--- config.mk ---
export PLATFORM = sky130hd
export DESIGN_NAME = hazard_detection_ctrl
export DESIGN_NICKNAME = d
export VERILOG_FILES = /design/src/rtl/core_pkg.sv /design/src/rtl/perf_event_counter.sv /design/src/rtl/hazard_detection_ctrl.sv
export SDC_FILE = /design/constraint.sdc
export NUM_CORES = 1
export LEC_CHECK = 0
export BUFFER_PORTS_ARGS = -buffer_cell sky130_fd_sc_hd__buf_2
export CAP_MARGIN = 20
export CORE_UTILIZATION = 45
export DETAILED_ROUTE_END_ITERATION = 16
export PLACE_DENSITY_LB_ADDON = 0.15
export SKIP_LAST_GASP = 1
export SLEW_MARGIN = 0
export SYNTH_ARGS = -nofsm -noshare
export SYNTH_HDL_FRONTEND = slang
export SYNTH_SLANG_ARGS = --single-unit
--- constraint.sdc ---
create_clock -name clk -period 3.55 [get_ports clk]
set_clock_uncertainty 0.05 [all_clocks]
set_input_delay 0.71 -clock clk [delete_from_list [all_inputs] [get_ports clk]]
set_output_delay 0.71 -clock clk [all_outputs]
set_load 0.02 [all_outputs]
--- src/rtl/core_pkg.sv ---
// Shared definitions for the RV32 pipeline control blocks.
// Latency: n/a (types and constants only).
// Backpressure: n/a.
package core_pkg;

    localparam int unsigned REG_IDX_W = 5;
    localparam logic [REG_IDX_W-1:0] X0_IDX = 5'd0;

    // Hazard response presented to the IF/ID/EX pipeline registers.
    typedef struct packed {
        logic stall_if;
        logic stall_id;
        logic flush_id;
        logic flush_ex;
    } hazard_ctrl_t;

endpackage

--- src/rtl/perf_event_counter.sv ---
// Free-running event counter with enable and synchronous clear, wraps modulo 2^CNT_W.
// Latency: count reflects an event one clock after it is seen.
// Backpressure: none; the count is sampled whenever the reader likes.
//
// Ports: clk, clr (sync clear, wins over en), en (count this edge), cnt (current value).
module perf_event_counter #(
    parameter int CNT_W = 32
) (
    input  logic             clk,
    input  logic             clr,
    input  logic             en,
    output logic [CNT_W-1:0] cnt
);

    always_ff @(posedge clk) begin
        if (clr) begin
            cnt <= '0;
        end else if (en) begin
            cnt <= cnt + {{(CNT_W-1){1'b0}}, 1'b1};
        end
    end

endmodule

--- src/rtl/hazard_detection_ctrl.sv ---
// Load-use and control hazard detection between ID and EX, plus perf counters.
// Latency: stall/flush outputs are combinational (0 cycles); counters update 1 cycle later.
// Backpressure: stall_if/stall_id hold the front end; the pipeline re-presents inputs while stalled.
//
// Ports: clk, rst (sync, active-high, clears counters only);
//        rs1_id/rs2_id (ID sources), rd_ex/mem_read_ex (EX destination, load flag),
//        branch_taken_ex/jump_ex (control transfer resolved in EX);
//        stall_if/stall_id/flush_id/flush_ex (hazard response);
//        load_use_cnt/ctrl_flush_cnt (event counters).
module hazard_detection_ctrl
    import core_pkg::*;
#(
    parameter int CNT_W = 32
) (
    input  logic                 clk,
    input  logic                 rst,
    input  logic [REG_IDX_W-1:0] rs1_id,
    input  logic [REG_IDX_W-1:0] rs2_id,
    input  logic [REG_IDX_W-1:0] rd_ex,
    input  logic                 mem_read_ex,
    input  logic                 branch_taken_ex,
    input  logic                 jump_ex,
    output logic                 stall_if,
    output logic                 stall_id,
    output logic                 flush_id,
    output logic                 flush_ex,
    output logic [CNT_W-1:0]     load_use_cnt,
    output logic [CNT_W-1:0]     ctrl_flush_cnt
);

    logic         load_use;
    logic         ctrl;
    hazard_ctrl_t hz;

    // Only rd needs the x0 check: a source of x0 can only match an rd of x0,
    // which is already excluded here.
    assign load_use = mem_read_ex && (rd_ex != X0_IDX) &&
                      ((rd_ex == rs1_id) || (rd_ex == rs2_id));
    assign ctrl     = branch_taken_ex || jump_ex;

    always_comb begin
        hz          = '0;
        hz.stall_if = load_use;
        hz.stall_id = load_use;
        hz.flush_ex = load_use || ctrl;
        // While stalling for load-use the IF/ID entry must be kept, so the
        // control flush of ID is held off; EX still gets its bubble.
        hz.flush_id = ctrl && !load_use;
    end

    assign stall_if = hz.stall_if;
    assign stall_id = hz.stall_id;
    assign flush_id = hz.flush_id;
    assign flush_ex = hz.flush_ex;

    perf_event_counter #(.CNT_W(CNT_W)) u_load_use_cnt (
        .clk (clk),
        .clr (rst),
        .en  (load_use),
        .cnt (load_use_cnt)
    );

    perf_event_counter #(.CNT_W(CNT_W)) u_ctrl_flush_cnt (
        .clk (clk),
        .clr (rst),
        .en  (hz.flush_id),
        .cnt (ctrl_flush_cnt)
    );

endmodule

# After elaboration in Yosys (flattened, before gate mapping)
# Index checks and enable logic that the tools add are counted.
# W data, S select, Z words.
[totals]
register_bits = 64
out_inout_bits = 68
word_cells = 14
[classes]
add_sub_neg = 2
n_eq_ne = 2
n_reduce_logical = 8
[op_table]
columns = ["operator", "count"]
rows = [
  ["$add A32 B1 Y32 const B", 2],
  ["$eq A5 B5 Y1", 2],
  ["$reduce_bool A5 Y1", 1],
  ["$logic_and A1 B1 Y1", 3],
  ["$logic_or A1 B1 Y1", 3],
  ["$logic_not A1 Y1", 1],
]

# Logic depth before layout (Yosys ltp)
[logic_depth]
depth_word = 5
mapped_depth = 9
mapped_depth_nobuf = 7

# Hierarchy
# From an unflattened synthesis, not the netlist that was laid out.
[unflattened]
cells_unflattened = 385
area_unflattened_um2 = 3298.2
[by_module_without_submodules]
columns = ["module", "instances", "cells_per_inst", "area_per_inst_um2", "seq_area_each_um2"]
rows = [
  ["perf_event_counter", 2, 181, 1564.0, 640.6],
  ["hazard_detection_ctrl", 1, 23, 170.2, 0.0],
]

# Worst setup path after synthesis
# OpenSTA, ideal clock, no wires.
[synth_path]
path_type = "input-to-output"
from = "input port rd_ex[1]"
to = "output port flush_ex"
t_arrival_ns = 2.163
required_time_ns = 2.790
path_slack_ns = 0.627
cell_stages = 6
path_buffers = 2
path_cell_list = "or4_4 > o21a_1 > nand2_1 > buf_2 > buf_2 > nand2_1"
[synth_between]
elab_chain_cells = 4
elab_cells_between_ends = 7
[synth_rtl]
columns = ["element", "line_no", "text"]
rows = [
  ["start, declared", "hazard_detection_ctrl.sv:19", "input logic [REG_IDX_W-1:0] rd_ex,"],
  ["$eq A5 B5 Y1 or $reduce_bool A5 Y1 (tied branches)", "hazard_detection_ctrl.sv:38, hazard_detection_ctrl.sv:37", ""],
  ["$logic_or A1 B1 Y1 or $logic_and A1 B1 Y1 (tied branches)", "hazard_detection_ctrl.sv:38, hazard_detection_ctrl.sv:37", ""],
  ["$logic_and A1 B1 Y1 (*)", "hazard_detection_ctrl.sv:37", "assign load_use = mem_read_ex && (rd_ex != X0_IDX) &&"],
  ["$logic_or A1 B1 Y1 (*)", "hazard_detection_ctrl.sv:45", "hz.flush_ex = load_use || ctrl;"],
  ["end, declared", "hazard_detection_ctrl.sv:26", "output logic flush_ex,"],
]
# Mark *: on every way between the ends. The rest lies on a longest branch, timed or not.

# Worst setup path after layout
[layout_path]
from = "input port rd_ex[4]"
to = "output port flush_id"
[layout_between]
elab_chain_cells = 5
elab_cells_between_ends = 8
[layout_rtl]
columns = ["element", "line_no", "text"]
rows = [
  ["$eq A5 B5 Y1 or $reduce_bool A5 Y1 (tied branches)", "hazard_detection_ctrl.sv:38, hazard_detection_ctrl.sv:37", ""],
  ["$logic_or A1 B1 Y1 or $logic_and A1 B1 Y1 (tied branches)", "hazard_detection_ctrl.sv:38, hazard_detection_ctrl.sv:37", ""],
  ["$logic_and A1 B1 Y1 (*)", "hazard_detection_ctrl.sv:37", ""],
  ["$logic_not A1 Y1 (*)", "hazard_detection_ctrl.sv:48", "hz.flush_id = ctrl && !load_use;"],
  ["$logic_and A1 B1 Y1 (*)", "hazard_detection_ctrl.sv:48", ""],
  ["end, declared", "hazard_detection_ctrl.sv:25", "output logic flush_id,"],
]
# Marked as above.

==> reports/results.tsv <==
metric	value	unit
PD cells	364.0	mW/mm^2
drt pass-1 iters	4	
routability congestion estimate	0.8190	
Port Buffers	87	
largest family of logic cells by synthesized area	simple AND/OR/NAND/NOR gates	
Post-CTS Hold Fix Bufs	0	
drt first-iter violations	140	
Data required, critical path	2.79	ns
Reg-to-Reg Start	u_load_use_cnt.cnt[12]$_SDFFE_PP0P_	
r2r worst-path depth	6	
Area contributors post-synth	dfxtp_1 37%, xnor2_1 5.1%, mux2_2 4.3%	
Tightest Pin Transition	0.7843	ns
Tot GR Track Use	22.24	%
Hold Crit Start	u_ctrl_flush_cnt.cnt[21]$_SDFFE_PP0P_	
Pins Over Slew Limit	0	
max_slew headroom	47.71	%
VDD IR max	0.1736	mV
dominant synthesized flop cell	dfxtp_1	
part of the power in registers	48.3	%
Reg clk slew, reported paths	0.07	ns
Worst-Skew Late Latency	0.35	ns
Distinct cells, synth	49	
top post-synthesis cells by count	64 x dfxtp_1, 35 x nor2_1, 34 x nand2_1	
final setup fails	0	
drt total wl	8622	um
status	finished clean	
CTS Root Cell	clkbuf_8	
Synth async-reset ratio	0	%
most frequent cell after synthesis	dfxtp_1	
CP arrival	2.21	ns
#FFs+latches synth	64	
Place WS	0.5674	ns
crit path launch type	primary input	
crit path from	rd_ex[4]	
layout cells sized above 1	25.75	%
largest net degree at the start of global routing	85	
Hold WS	0.4333	ns
global-route wire length before repair	13610	um
mux share of post-synthesis cell area	4.920	%
met3 Usage GRT	6.556	%
Gate power share	6.3	%
remaining antenna violation count	0	
io pins	88	
syn avg cell area	8.175	sq um
vias in the first global route	2846	
switching power	0.0003470	W
Row Count	31	
Post-synth EDFFs	0	
CP endpoint	flush_id	
met2 Usage GRT	33.87	%
DIE HEIGHT	89.35	um
switching share of power	23.07	%
minimum clock period	2.970	ns
Clk network pwr share	45.4	%
cell internal pwr	0.001157	W
post-CTS sizing	0	
simple-gate share of the synthesized area	32.80	%
most used routing layer	met2	
Setup TNS	0	ns
htree depth	3	
type of element capturing the critical path	output pin	
# Post-CTS Setup Buffers	0	
compound-cell area share of the yosys netlist	13.45	%
post-synthesis xor/xnor area fraction	6.378	%
cell count after synthesis	420	
drt via density	5.573	
GRT overflow	0	
CTS Buf Count	9	
Via Count	3344	
final net count	518	
Core Area	0.007331	sq mm
MaxCap Viol Count	0	
Reg-to-Reg End	u_load_use_cnt.cnt[31]$_SDFFE_PP0P_	
crit path kind	in -> out	
dominant cell type by area after synthesis	dfxtp_1	
post-synthesis net count	442	
Final HPWL DP	5880	um
storage element area	0.001281	sq mm
WL per Instance	14.37	um
synth warn	0	
adder-cell share of the synthesized area	0.7289	%
Lkg Pwr	1.642	nW
DRC errors left	0	
filler cell count	683	
TritonCTS clock tree	yes	
max frequency	0.3367	GHz
register area share after synthesis	37.32	%
worst hold path class	reg -> reg	
Synth top area share	37.32	%
initial core utilization	46.83	%
Antenna Cells	0	
RSZ-0062 raised after global routing	false	
final worst setup slack	0.5799	ns
Critical Path Fanout Max	15	
final hold violation count	0	
met1 usage	29.80	%
CTS Sinks	64	
Tcrit/Tclk final	83.66	%
Area growth syn-to-layout	20.34	%
Die X	89.35	um
initial antenna violation count	0	
area of the multi-input gates	0.002001	sq mm
Cell Area, Synth	0.003433	sq mm
Die Area	0.007983	sq mm
Worst R2R Setup Slack	1.10	ns
Clock Tree Buf Depth	2	
registers in the layout, indices dropped and copies added, names as in the netlist:
register,flops
u_load_use_cnt.cnt,32
u_ctrl_flush_cnt.cnt,32
through the flow:
step	util (%)	cells	power, W	instance area (sq um)
floorplan	-	420	0.0008039	3433
finish	56.36	600	0.001504	4131
global route	56.36	600	0.001569	4131
CTS	56.36	600	0.001520	4131
detailed placement	53.39	584	0.0008381	3914
global placement	53.39	584	0.0008360	3914
cells by family after synthesis:
| logic type | after synthesis |
|---|---|
| AND/OR/NAND/NOR | 207 |
| XOR/XNOR | 25 |
| adder cells (fa/ha/maj) | 2 |
| buffers and inverters | 35 |
| flip-flops | 64 |
| AO/OA/AOI/OAI | 72 |
| multiplexers | 15 |
placed cells by master (no fill, tap or decap), drive strengths merged, types with 10 or more instances in the layout:
cell type  count
nor3          12
or4           17
inv           10
or3           12
mux2          15
buf           90
o21ai         19
nor2          35
clkbuf        14
xnor2         20
a21oi         29
o31ai         11
nor2b         18
nand3         28
dfxtp         64
nand2         34
and3          13
cell type report:
cell class,count,area share [%]
Multi-Input combinational cell,321,48.43
Clock inverter,2,0.8480
Tap cell,99,2.998
Clock buffer,14,4.422
Inverter,10,0.9085
Sequential cell,64,31.01
Timing Repair Buffer,90,11.39
critical path, stage by stage:
cell and delay [ns]:
buf_2 0.13, xnor2_1 0.16, nand3_1 0.11, o22a_1 0.42
o21ai_0 0.43, inv_1 0.08, buf_2 0.17
routing by layer:
layer | wire, um | part of all wire (%) | up-vias
li1 | - | - | 1672
met1 | 4131 | 48 | 1577
met2 | 3995 | 46 | 89
met3 | 436 | 5.1 | 6
met4 | 59 | 0.68 | 0
met5 | 0 | 0 | -
worst min path at each step:
| stage | to | depth (start not counted) |
|---|---|---|
| after detailed placement | u_ctrl_flush_cnt.cnt[21]$_SDFFE_PP0P_ | 2 |
| after global placement | u_ctrl_flush_cnt.cnt[5]$_SDFFE_PP0P_ | 2 |
| final | u_ctrl_flush_cnt.cnt[21]$_SDFFE_PP0P_ | 2 |
| after CTS | u_ctrl_flush_cnt.cnt[21]$_SDFFE_PP0P_ | 2 |
| after floorplan | u_ctrl_flush_cnt.cnt[21]$_SDFFE_PP0P_ | 2 |
| after global routing | u_ctrl_flush_cnt.cnt[21]$_SDFFE_PP0P_ | 2 |
power groups by stage:
stage	sequential, W	clock, W	combinational, W
floorplan	0.000748	0	0.0000560
global placement	0.000743	0	0.0000927
detailed placement	0.000743	0	0.0000949
CTS	0.000727	0.000698	0.0000952
global route	0.000727	0.000736	0.000106
finish	0.000727	0.000683	0.0000942
(Power assumes the default switching activity.)
